==> config.mk <==
export PLATFORM = sky130hd
export DESIGN_NAME = sys_array_feeder_flat
export DESIGN_NICKNAME = d
export VERILOG_FILES = /design/src/rtl/sys_array_feeder_if.sv /design/src/rtl/sys_array_feeder.sv /design/src/flat_wrapper.sv
export SDC_FILE = /design/constraint.sdc
export NUM_CORES = 1
export LEC_CHECK = 0
export BUFFER_PORTS_ARGS = -buffer_cell sky130_fd_sc_hd__buf_4
export CORE_MARGIN = 2
export CORE_UTILIZATION = 25
export CTS_BUF_LIST = sky130_fd_sc_hd__clkbuf_4
export CTS_CLUSTER_DIAMETER = 200
export DETAILED_ROUTE_END_ITERATION = 7
export GPL_ROUTABILITY_DRIVEN = 0
export GPL_TIMING_DRIVEN = 0
export PLACE_DENSITY = 0.44
export SLEW_MARGIN = 20
export SYNTH_ARGS = -nofsm -noshare
export SYNTH_HDL_FRONTEND = slang
export SYNTH_SLANG_ARGS = --single-unit
==> constraint.sdc <==
create_clock -name clk -period 2.2 [get_ports clk]
set_clock_uncertainty 0.15 [all_clocks]
set_input_delay 0.33 -clock clk [delete_from_list [all_inputs] [get_ports clk]]
set_output_delay 0.33 -clock clk [all_outputs]
set_load 0.02 [all_outputs]
==> src/rtl/sys_array_feeder_if.sv <==
// Handshake and output bundle for sys_array_feeder.
// Upstream side: in_valid/in_data/in_last in, in_ready out.
// Array side: out_data/out_valid skewed lanes, plus busy/done status.
interface sys_array_feeder_if #(
  parameter int unsigned DATA_WIDTH = 8,
  parameter int unsigned ARRAY_W    = 4
);
  logic                          in_valid;
  logic                          in_ready;
  logic [ARRAY_W*DATA_WIDTH-1:0] in_data;
  logic                          in_last;
  logic [ARRAY_W*DATA_WIDTH-1:0] out_data;
  logic [ARRAY_W-1:0]            out_valid;
  logic                          busy;
  logic                          done;

  // Producer / consumer side driving the feeder.
  modport master (
    output in_valid, in_data, in_last,
    input  in_ready, out_data, out_valid, busy, done
  );

  // The feeder itself.
  modport slave (
    input  in_valid, in_data, in_last,
    output in_ready, out_data, out_valid, busy, done
  );
endinterface

==> src/rtl/sys_array_feeder.sv <==
// Systolic array input feeder: accepts one ARRAY_W-lane vector per cycle and
// skews it so that lane i reaches array row i i cycles after lane 0.
// Ports:
//   clk    - single rising-edge clock
//   reset  - synchronous active-high reset
//   bus    - sys_array_feeder_if.slave (in_valid/in_ready/in_data/in_last,
//            out_data/out_valid, busy, done)
// ARRAY_W legal range is 2..16.
module sys_array_feeder #(
  parameter int unsigned DATA_WIDTH = 8,
  parameter int unsigned ARRAY_W    = 4
) (
  input logic               clk,
  input logic               reset,
  sys_array_feeder_if.slave bus
);

  localparam int unsigned CNT_W = $clog2(ARRAY_W);

  typedef enum logic [1:0] {
    IDLE  = 2'd0,
    FEED  = 2'd1,
    DRAIN = 2'd2,
    DONE  = 2'd3
  } state_e;

  state_e           state_q, state_d;
  logic [CNT_W-1:0] cnt_q, cnt_d;
  logic             accept;

  // Handshake and status decode purely from state.
  assign bus.in_ready = (state_q == IDLE) || (state_q == FEED);
  assign bus.busy     = (state_q == FEED) || (state_q == DRAIN);
  assign bus.done     = (state_q == DONE);
  assign accept       = bus.in_valid && bus.in_ready;

  // Batch sequencing.
  always_comb begin
    state_d = state_q;
    cnt_d   = cnt_q;
    unique case (state_q)
      IDLE: begin
        if (accept) begin
          if (bus.in_last) begin
            state_d = DRAIN;
            cnt_d   = CNT_W'(ARRAY_W - 1);
          end else begin
            state_d = FEED;
          end
        end
      end
      FEED: begin
        if (accept && bus.in_last) begin
          state_d = DRAIN;
          cnt_d   = CNT_W'(ARRAY_W - 1);
        end
      end
      DRAIN: begin
        // Counter holds ARRAY_W-1 on entry, so DRAIN spans exactly the
        // cycles needed for the last vector to leave lane ARRAY_W-1.
        if (cnt_q == '0) begin
          state_d = DONE;
        end else begin
          cnt_d = cnt_q - CNT_W'(1);
        end
      end
      DONE: begin
        state_d = IDLE;
      end
      default: begin
        state_d = IDLE;
      end
    endcase
  end

  always_ff @(posedge clk) begin
    if (reset) begin
      state_q <= IDLE;
      cnt_q   <= '0;
    end else begin
      state_q <= state_d;
      cnt_q   <= cnt_d;
    end
  end

  // Per-lane delay line of depth i+1; non-accept cycles inject a zero bubble.
  for (genvar i = 0; i < ARRAY_W; i++) begin : g_lane
    logic [DATA_WIDTH-1:0] dat_q [0:i];
    logic [DATA_WIDTH-1:0] dat_d [0:i];
    logic                  vld_q [0:i];
    logic                  vld_d [0:i];

    always_comb begin
      dat_d[0] = accept ? bus.in_data[i*DATA_WIDTH +: DATA_WIDTH] : '0;
      vld_d[0] = accept;
      for (int j = 1; j <= i; j++) begin
        dat_d[j] = dat_q[j-1];
        vld_d[j] = vld_q[j-1];
      end
    end

    always_ff @(posedge clk) begin
      if (reset) begin
        for (int j = 0; j <= i; j++) begin
          dat_q[j] <= '0;
          vld_q[j] <= 1'b0;
        end
      end else begin
        for (int j = 0; j <= i; j++) begin
          dat_q[j] <= dat_d[j];
          vld_q[j] <= vld_d[j];
        end
      end
    end

    assign bus.out_data[i*DATA_WIDTH +: DATA_WIDTH] = dat_q[i];
    assign bus.out_valid[i]                         = vld_q[i];
  end

endmodule

==> src/flat_wrapper.sv <==
// flat-port wrapper written by rule: the top's interface ports become plain ports
module sys_array_feeder_flat 
#(
  parameter int unsigned DATA_WIDTH = 8,
  parameter int unsigned ARRAY_W    = 4
)
  (clk, reset, bus_in_valid, bus_in_data, bus_in_last, bus_in_ready, bus_out_data, bus_out_valid, bus_busy, bus_done);
  sys_array_feeder_if #(.DATA_WIDTH(DATA_WIDTH), .ARRAY_W(ARRAY_W)) bus_i ();
  input logic clk;
  input logic reset;
  input wire logic [$bits(bus_i.in_valid)-1:0] bus_in_valid;
  input wire logic [$bits(bus_i.in_data)-1:0] bus_in_data;
  input wire logic [$bits(bus_i.in_last)-1:0] bus_in_last;
  output wire logic [$bits(bus_i.in_ready)-1:0] bus_in_ready;
  output wire logic [$bits(bus_i.out_data)-1:0] bus_out_data;
  output wire logic [$bits(bus_i.out_valid)-1:0] bus_out_valid;
  output wire logic [$bits(bus_i.busy)-1:0] bus_busy;
  output wire logic [$bits(bus_i.done)-1:0] bus_done;
  assign bus_i.in_valid = bus_in_valid;
  assign bus_i.in_data = bus_in_data;
  assign bus_i.in_last = bus_in_last;
  assign bus_in_ready = bus_i.in_ready;
  assign bus_out_data = bus_i.out_data;
  assign bus_out_valid = bus_i.out_valid;
  assign bus_busy = bus_i.busy;
  assign bus_done = bus_i.done;
  sys_array_feeder #(.DATA_WIDTH(DATA_WIDTH), .ARRAY_W(ARRAY_W)) u_core (.clk(clk), .reset(reset), .bus(bus_i));
endmodule
==> results.toml <==
[clock_network]
insertion_delay_ps = 410
cts.path.max_buffers = 2
cts_tree = "done"
cts_resized = 0
numCtsBuffers = 9
root_buffer = "clkbuf_4"
h-tree-depth = 3
path_clk_slew_ps = 140
cts.sinks = 88

[yosys]
syn_avg_cell_area_sq_um = 12.1
ys_types = 23
yosysWarnings = 0
ys_ff_latch = 88
synth_fp_nets = 254
synth_cells = 213
ys_seq_area_frac = 0.685
synth.cell_area_sq_um = 2570

[hold_path]
hp-start = "reset"
whs_path_depth = 3
min_path_type = "input pin to flip-flop"

[layout]
area_growth_pct = 45.5
layout_common_cells = "88 x dfxtp_1, 75 x buf_4, 52 x nor2b_1"
layout-drive-gt1-share = 0.296
layout.cells.non_filler = 472
fin_nets = 371
layout.cells.most_common = "dfxtp_1"

[critical_path]
timing_worst_setup_path_type = "flip-flop to output port"
cpPeakStageDelay_ps = 390
critPathSlowestCell = "dfxtp_1"
critPathMostFrequentCell = "inv_1"
reg2reg_depth = 7
startpoint = "u_core.state_q[0]$_SDFFE_PP0P_"
critPathLaunchType = "flip-flop"
cp_data_arrival_time_ps = 1570
endpoint_kind = "output port"
critPathRequiredTime_ps = 1720
path_cells = "inv_1 > ha_1 > buf_6 > nor2_4 > inv_1 > buf_4"
path_max_fanout = 7
reg2reg_from = "u_core.state_q[0]$_SDFFE_PP0P_"

[die]
die_y_microns = 105
rows = 37
die_w_microns = 105
die_area_sq_um = 11100
ioPinCount = 75
coreArea_sq_um = 10100
initial_core_util = 0.254

[routing]
drt_wl_total_microns = 4480
vias_per_cell = 3.49
ant_nets = 0
vias = 1649
firstDrtPassIters = 3
detail_route.iter0.violations = 11
drc_errors = 0
wire_per_inst_microns = 9.50

[outcome]
status = "complete, no violations"

[global_routing]
antenna_found_initial = 1
grt-ovfl-total = 0
grt_usage = 0.0872
grt_max_degree = 16
grt_pass1_wl_microns = 7250
first_global_vias = 1522

[run]
drv_cap = 0

[timing]
finalCritPeriodShare = 0.931
finalMaxSlewViolations = 0
final_hold_viol_count = 0
period_needed_ps = 2050
worstMarginPinSlew_ps = 529
fmax_mhz = 488
slew_headroom = 0.648
setup_tns_ps = 0
rsz0062_at_grt = "false"
finalSetupViolCount = 0

[pwr]
peakVddDrop_mv = 0.443
p_leak_uw = 0.00164
p_total_uw = 3390
power_density_nw_per_um2 = 906

[placed_design]
portBuffers = 74
dpl.cell_count = 423
dpl.hpwl_microns = 2940
## per-stage QoR
step | worst slack, ps | util | area, sq um | hold WS, ps
6_report | 153 | 0.369 | 3740 | 51.7
2_1_floorplan | 552 | - | 2570 | 264
4_1_cts | 102 | 0.369 | 3740 | 10.8
3_5_place_dp | 380 | 0.325 | 3300 | 271
5_1_grt | 13.6 | 0.369 | 3740 | 1.55
3_3_place_gp | 399 | 0.325 | 3300 | 267
## logic make-up after synthesis
kind of cell,Yosys count,synth area share
AND/OR/NAND/NOR,94,0.229
flip-flops,88,0.685
buffers and inverters,16,0.0297
AO/OA/AOI/OAI,9,0.0282
adder cells (fa/ha/maj),5,0.0243
multiplexers,1,0.00389
## synth_stat cells
master     number  area share
a211oi_1        2      0.0058
a21oi_2         1      0.0034
and2_1         32       0.078
buf_2           2      0.0039
buf_4           1      0.0029
buf_6           1      0.0044
clkbuf_1        5      0.0073
clkbuf_2        2      0.0039
dfxtp_1        88        0.68
ha_1            5       0.024
inv_1           5      0.0073
mux2i_1         1      0.0039
nand2_1         2      0.0029
nand2b_1        1      0.0024
nor2_1          3      0.0044
nor2_4          1      0.0044
nor2b_1        52        0.13
nor3b_2         1      0.0049
o211a_1         2      0.0078
o21ai_0         1      0.0019
o2bb2ai_1       1      0.0034
o31ai_1         2      0.0058
or4_1           2      0.0058
## critical path: cells and delay by family (launching register included)
family                     cells  cell delay (ps)
buffers and inverters          4              420
DFF                            1              390
adders and majority gates      1              210
and+or+nand+nor                1              130
## path summary, 6_finish.rpt
check / endpoint / slack [ps]
worst max register to register: u_core.state_q[1]$_SDFFE_PP0P_ / 430
worst max-delay path: bus_in_ready / 150
worst min register to register: u_core.g_lane[2].dat_q[0][8]$_SDFF_PP0_ / 290
worst min-delay path: u_core.state_q[1]$_SDFFE_PP0P_ / 50
## power breakdown
| part | leakage (uW) | switching [uW] | internal [uW] |
|---|---|---|---|
| registers | 0.000716 | 50.2 | 1750 |
| logic | 0.000864 | 392 | 401 |
| clock network | 0.0000626 | 548 | 249 |
| total | 0.00164 | 991 | 2400 |
## state kept, by name (all words and copies together), names as in the netlist
| signal | count |
|---|---|
| u_core.cnt_q | 2 |
| u_core.g_lane.dat_q | 80 |
| u_core.g_lane.vld_q | 4 |
| u_core.state_q | 2 |
## repair_timing
action | 4_1_cts | 5_1_grt
hold buffers | 32 | 0
setup buffers | 0 | 0
setup endpoints to repair | 0 | 0
endpoints found under the hold margin | 32 | 0
## area by class of cell
cell class                      count  area (sq um)
Antenna cell                        1          2.50
Buffer                             11          57.6
Clock buffer                       10          75.1
Clock inverter                      6          46.3
Fill cell                        1025          6400
Inverter                            5          18.8
Multi-Input combinational cell    109           734
Sequential cell                    88          1760
Tap cell                          136           170
Timing Repair Buffer              106           876
## per-layer routing
metal  routed length [microns]  track usage  up-vias
met4                       107       0.0600        0
met5                         0            0        -
met3                       218       0.0297        8
met1                      2080        0.104      714
li1                          -            -      887
met2                      2080        0.131       40
Power figures use the tool's default switching activity.
